$ cat src/rtl/demux_router.sv
// ============================================================================
// Module   : demux_router
// Brief    : Registered 1-to-CHANNELS stream router with broadcast mode and
//            one-entry per-channel output registers.
// Revision : 1.0
// ============================================================================
`default_nettype none

module demux_router #(
    parameter int WIDTH     = 8,
    parameter int CHANNELS  = 8,
    parameter int SEL_W     = 3,
    parameter int HOLD_LAST = 0
) (
    input  logic                      clk,
    input  logic                      rst_n,
    input  logic                      i_in_valid,
    output logic                      o_in_ready,
    input  logic [WIDTH-1:0]          i_data_in,
    input  logic [SEL_W-1:0]          i_select,
    input  logic                      i_bcast,
    output logic [CHANNELS*WIDTH-1:0] o_out_data,
    output logic [CHANNELS-1:0]       o_out_valid,
    input  logic [CHANNELS-1:0]       i_out_ready,
    output logic                      o_sel_err,
    input  logic                      i_err_clr
);

    localparam logic [SEL_W:0] c_CHAN = (SEL_W + 1)'(CHANNELS);

    logic [CHANNELS-1:0] r_valid;
    logic [WIDTH-1:0]    r_data [CHANNELS];
    logic                r_sel_err;

    logic [CHANNELS-1:0] w_free;
    logic [CHANNELS-1:0] w_hit;
    logic [CHANNELS-1:0] w_load;
    logic                w_in_range;
    logic                w_free_sel;
    logic                w_xfer;
    logic                w_drop;

    // A slot can take a word when empty or when its current word leaves this cycle.
    assign w_free     = ~r_valid | i_out_ready;
    assign w_in_range = ({1'b0, i_select} < c_CHAN);
    assign w_free_sel = |(w_hit & w_free);

    assign o_in_ready = i_bcast    ? (&w_free) :
                        w_in_range ? w_free_sel : 1'b1;

    assign w_xfer = i_in_valid & o_in_ready;
    assign w_drop = w_xfer & ~i_bcast & ~w_in_range;

    generate
        for (genvar c = 0; c < CHANNELS; c++) begin : g_ch
            localparam logic [SEL_W-1:0] c_IDX = SEL_W'(c);
            assign w_hit[c]  = (i_select == c_IDX);
            assign w_load[c] = w_xfer & (i_bcast | w_hit[c]);
            assign o_out_data[c*WIDTH +: WIDTH] = r_data[c];
        end
    endgenerate

    // Load takes priority over drain, so a simultaneous drain+load keeps valid high.
    always_ff @(posedge clk or negedge rst_n) begin
        if (!rst_n) begin
            r_valid <= '0;
            for (int c = 0; c < CHANNELS; c++) begin
                r_data[c] <= '0;
            end
        end else begin
            for (int c = 0; c < CHANNELS; c++) begin
                if (w_load[c]) begin
                    r_valid[c] <= 1'b1;
                    r_data[c]  <= i_data_in;
                end else if (r_valid[c] && i_out_ready[c]) begin
                    r_valid[c] <= 1'b0;
                    if (HOLD_LAST == 0) begin
                        r_data[c] <= '0;
                    end
                end
            end
        end
    end

    always_ff @(posedge clk or negedge rst_n) begin
        if (!rst_n) begin
            r_sel_err <= 1'b0;
        end else if (w_drop) begin
            r_sel_err <= 1'b1;
        end else if (i_err_clr) begin
            r_sel_err <= 1'b0;
        end
    end

    assign o_out_valid = r_valid;
    assign o_sel_err   = r_sel_err;

endmodule

`default_nettype wire

$ cat config.mk
export PLATFORM = sky130hd
export DESIGN_NAME = demux_router
export DESIGN_NICKNAME = d
export VERILOG_FILES = /design/src/rtl/demux_router.sv
export SDC_FILE = /design/constraint.sdc
export NUM_CORES = 1
export LEC_CHECK = 0
export ABC_AREA = 1
export CAP_MARGIN = 0
export CORE_UTILIZATION = 44
export CTS_BUF_LIST = sky130_fd_sc_hd__clkbuf_4 sky130_fd_sc_hd__clkbuf_8
export CTS_CLUSTER_DIAMETER = 30
export CTS_CLUSTER_SIZE = 16
export DETAILED_ROUTE_END_ITERATION = 8
export GPL_ROUTABILITY_DRIVEN = 0
export GPL_TIMING_DRIVEN = 0
export PLACE_DENSITY = 0.81
export SLEW_MARGIN = 40
export SYNTH_ARGS = -nofsm -noshare
export SYNTH_HDL_FRONTEND = slang
export SYNTH_SLANG_ARGS = --single-unit
$ cat constraint.sdc
create_clock -name clk -period 1.55 [get_ports clk]
set_clock_uncertainty 0.05 [all_clocks]
set_input_delay 0.155 -clock clk [delete_from_list [all_inputs] [get_ports clk]]
set_output_delay 0.155 -clock clk [all_outputs]
set_load 0.02 [all_outputs]
* Word level (Yosys, flattened, before mapping)
Index checks and enable logic that the tools add are counted.
W data, S select, Z words.
** Cells by class
- Reduce and logical (&&, ||, !) cells :: 19
- Bitwise gates (word level) :: 20
- Equality and inequality tests :: 7
- Multiplexer cells :: 33
** Operators with widths (count)
- $mux W8 :: 16
- $mux W1 :: 17
- $reduce_bool A2 Y1 :: 8
- $eq A3 B3 Y1 const B :: 4
- $and A1 B1 Y1 :: 9
- $and A8 B8 Y8 :: 1
- $logic_and A1 B1 Y1 :: 8
- $not A8 Y8 :: 1
- $or A1 B1 Y1 :: 8
- $or A8 B8 Y8 :: 1
- $reduce_and A8 Y1 :: 1
- $reduce_or A8 Y1 :: 1
- $eq A3 B2 Y1 const B :: 2
- $eq A3 B1 Y1 const B :: 1
- $logic_not A3 Y1 :: 1
** Word-level totals
- Bits in registers :: 72
- Output and inout port bits :: 74
- Input bits :: 24

* Logic depth before layout (Yosys ltp)
- Word-level depth :: 8
- Gate-level depth with buffers :: 13

* Least setup slack after synthesis
No wires, ideal clock.
- Path kind :: flip-flop to flip-flop
- From :: register r_valid[7] (netlist: o_out_valid[7])
- To :: register r_data, in the netlist o_out_data[24]
- Slack :: 0.000 ns
- Arrival time :: 1.382 ns
- Clock period less this slack :: 1.550 ns
- Cell stages (with the launch flop) :: 10
- Path through :: dfrtp_1 -> nand2_1 -> nand4_1 -> nor2_1 -> nand3_1 -> nand2_4 -> buf_6 -> nand3_4 -> nand3_1 -> nand2_1
** On the way
- Word-level cells in the longest chain between the ends :: 8
- Elaborated cells between the ends (all ways) :: 10
- Those cells by class :: 2 x mux; 5 x bitwise; 3 x reduce/logical
** RTL lines
- start: declaration :: RTL line 31 : logic [CHANNELS-1:0] r_valid;
- start signal: assignment :: RTL line 66 : r_valid <= '0;
- start signal: indexed assignment :: RTL line 73 : r_valid[c] <= 1'b1;
- start signal: indexed assignment :: RTL line 76 : r_valid[c] <= 1'b0;
- $not A8 Y8 * :: RTL line 44 : assign w_free = ~r_valid | i_out_ready;
- $or A8 B8 Y8 * :: RTL line 44
- $and A8 B8 Y8 :: RTL line 46 : assign w_free_sel = |(w_hit & w_free);
- $reduce_or A8 Y1 :: RTL line 46
- $mux W1 * :: RTL line 48 : assign o_in_ready = i_bcast ? (&w_free) :
- $and A1 B1 Y1 * :: RTL line 51 : assign w_xfer = i_in_valid & o_in_ready;
- $and A1 B1 Y1 * :: RTL line 58 : assign w_load[c] = w_xfer & (i_bcast | w_hit[c]);
- $mux W8 / $reduce_bool A2 Y1 (equally long branches)
- end signal: indexed assignment :: RTL line 74 : r_data[c] <= i_data_in;
- end: declaration :: RTL line 32 : logic [WIDTH-1:0] r_data [CHANNELS];
Every way passes the cells marked *; elsewhere a longest branch is shown, timed or not.
A chain may end at the register's enable or synchronous reset.

* Worst setup path after layout
- From :: register r_valid[1] (netlist: o_out_valid[1])
- To :: output o_in_ready
** On the way
- Word-level cells in the longest chain between the ends :: 5
- Elaborated cells between the ends (all ways) :: 6
- Those cells by class :: 1 x mux; 3 x bitwise; 2 x reduce/logical
** RTL lines
- $not A8 Y8 * :: RTL line 44
- $or A8 B8 Y8 * :: RTL line 44
- $and A8 B8 Y8 :: RTL line 46
- $reduce_or A8 Y1 :: RTL line 46
- $mux W1 * :: RTL line 48
- end: declaration :: RTL line 18 : output logic o_in_ready,
Marks and branches as above.

==> flow_summary_export.csv <==
group,metric,value,unit
routing,dr_total_vias,3526,
final_layout,layout_commonest_cell,"nand2_1",
cts,path_clk_slew,80,ps
yosys,synth_area_leaders,"dfrtp_1 (55%), nand2_1 (12%), nand4_1 (12%), nand3_1 (11%), nand3_4 (2.7%)",
yosys,synth-seq-cells,72,
yosys,synth_top_family_by_area,"simple AND/OR/NAND/NOR gates",
critical_path,worstPathMaxFanout,3,
floorplan,std_cell_rows,31,
yosys,ys_seq_area_share,54.55,%
final_layout,multiInputGateArea,0.001614,mm2
timing,maxSlewHeadroom,57.10,%
timing,setup_ws,-276.3,ps
pwr,power-per-cell-area,1405,mW/mm2
routing,ant_nets,0,
critical_path,r2r_slack,-260,ps
floorplan,die_x,88.65,um
placement,hpwl,6.613,mm
cts,cts_tree,"yes",
yosys,mappedNetlistArea,0.003303,mm2
routing,dr.pass1.iters,5,
floorplan,initial_utilization,45.54,%
timing,hold_violations,0,
critical_path,required,1340,ps
yosys,synth_top_area_cell,"dfrtp_1",
placement,dp_slack,-905.6,ps
yosys,synthDistinctLibCells,17,
timing,period_share,117.8,%
placement,port_buffers,85,
cts,insertion_delay,350,ps
routing,drt_iter0_markers,406,
grt,grt_pass1_wl,16.01,mm
final_layout,register_area,0.001803,mm2
yosys,synth-compound-area-share,0.3030,%
critical_path,path_cells,"nand2_2 -> nand3_1 -> nand2_1 -> nor2_2 -> nand2_1 -> nand2_2 -> nand2_4 -> buf_6 -> buf_6",
timing,min_period,1826,ps
hold_path,worstHoldPathType,"primary input to async pin",
final_layout,layout_common_cells,"nand2_1 (97), dfrtp_1 (71), nand4_1 (65)",
pwr,seqPwrFrac,37.0,%
pwr,internal_power,4.537,mW
floorplan,dieArea,0.007858,mm2
final_layout,fin_nets,519,
routing,wire_per_inst,18.31,um
critical_path,critPathKind,"flop to output pin",
grt,grt_pass1_vias,3184,
critical_path,crit_slowest_cell,"dfrtp_1",
floorplan,fp.dieH,88.65,um
critical_path,arrival,1620,ps
final_layout,area_growth,54.66,%
timing,finalHoldWorstSlack,141.4,ps
routing,drcViolationCount,0,
final_layout,diodes,0,
grt,antenna_found_initial,0,
grt,track_usage,27.40,%
yosys,synth-simple-area-share,40.11,%
pwr,power_leakage,3.015,nW
cts,root_buffer,"clkbuf_8",
timing,rsz0062_at_grt,"true",
yosys,syn_area_per_cell,8.808,um2
pwr,combPwrFrac,39.4,%
pwr,clkPwrFrac,23.6,%
cts,clockBufferDepth,2,
yosys,synth_top_area_share,54.55,%
cts,clock_sinks,72,
routing,avgViaCountPerCell,5.886,
timing,timing.fmax,0.5476,GHz
floorplan,io_pins,98,
pwr,switching_share,36.80,%
yosys,synth_warnings,0,
critical_path,cp-end-kind,"output pin",
timing,worst_slew_pin_slew,643.5,ps
yosys,synthCells,375,
pwr,ir_drop,0.6506,mV
outcome,violations,"setup timing",
final_layout,drive_above_1_share,21.40,%
yosys,synth_mux_area_share,0,%
outcome,outcome,"finished, violations left",
yosys,synthAdderAreaFrac,0,%
critical_path,start_kind,"flop",
pwr,switching_power,2.642,mW
flow_run,cap_violations,0,
floorplan,fp.coreArea,0.007253,mm2
grt,grt_remaining_overflow,0,
cts,cts_buffers,9,
yosys,synth-xor-area-share,0,%
timing,slew_viol_final,0,
routing,wl,10.97,mm
cts,h-tree-depth,3,
final_layout,fill_cells,536,
grt,grt_max_degree,62,
timing,setup_violations,72,
critical_path,max_stage_delay,390,ps
yosys,synth_nets,399,
-- cell usage after synthesis (all sizes together) --
library cell  count
dfrtp            72
inv              12
nor2              8
nand2           110
nand4            65
clkbuf            8
o21ai             2
conb              1
buf              17
nand3            80
-- routing by layer --
| layer | up-vias | wire length (um) | GRT usage (%) |
|---|---|---|---|
| met2 | 214 | 5412 | 43.22 |
| met5 | - | 0 | 0 |
| met1 | 1711 | 4353 | 37.70 |
| met3 | 25 | 970 | 4.011 |
| met4 | 0 | 232 | 12.17 |
| li1 | 1576 | - | - |
-- timing repair --
| item | CTS | global route |
|---|---|---|
| setup endpoints to repair | 82 | 108 |
| pin swaps | 6 | 9 |
| resized for setup | 54 | 70 |
| gates cloned | 5 | 2 |
| hold buffers | 1 | 0 |
| endpoints found under the hold margin | 72 | 0 |
| buffers inserted | 11 | 4 |
-- sequential cells by signal, indices dropped and copies added (netlist names) --
signal,count
o_out_data,64
o_out_valid,8
-- path summary, 6_finish.rpt --
| path | start | to | cells after the start |
|---|---|---|---|
| setup / recovery | o_out_valid[1] | o_in_ready | 9 |
| hold / removal | rst_n | o_out_data[1] | 2 |
| setup reg to reg | o_out_valid[1] | o_out_data[10] | 12 |
| hold reg to reg | o_out_data[29] | o_out_data[29] | 2 |
| max in group asynchronous | rst_n | o_out_data[42] | 3 |
| min in group clk | i_data_in[5] | o_out_data[21] | 3 |
-- critical path, delay by kind of cell (launching register included) --
family | cells | cell delay, ps
and+or+nand+nor | 7 | 630
buffers and inverters | 2 | 240
DFF | 1 | 390
-- power by group through the flow --
stage	sequential (mW)	clock, mW	combinational (mW)
after floorplan	3.19	0	0.732
after global placement	2.66	0	2.49
after detailed placement	2.67	0	2.55
after CTS	2.64	1.68	2.72
after global routing	2.70	1.78	3.01
final	2.66	1.70	2.83
-- cell families (layout without fill, tap and decap cells) --
group                  after synthesis  in the layout
AND/OR/NAND/NOR                    263            268
other                                1              1
AO/OA/AOI/OAI                        2              2
flip-flops                          72             72
buffers and inverters               37            157
-- area by class of cell --
type / instances / share of cell area, %
plain buffers: 25 / 2.939
multi-input cells: 271 / 31.59
clock buffers: 11 / 2.841
repair buffers: 104 / 22.46
inverters: 12 / 0.8817
well taps: 99 / 2.425
clock inverters: 5 / 1.567
flip-flops and latches: 72 / 35.29
-- per-stage QoR --
stage	util (%)	total power, mW	TNS [ps]	instance area [um2]	cells
after floorplan	-	3.927	0	3304	375
after global placement	59.00	5.145	-178750	4279	559
after detailed placement	59.39	5.222	-35210	4308	560
after CTS	66.17	7.045	-7168	4800	593
after global routing	70.43	7.489	-19360	5109	599
final	70.43	7.179	-13390	5109	599
Power figures use the tool's default switching activity.
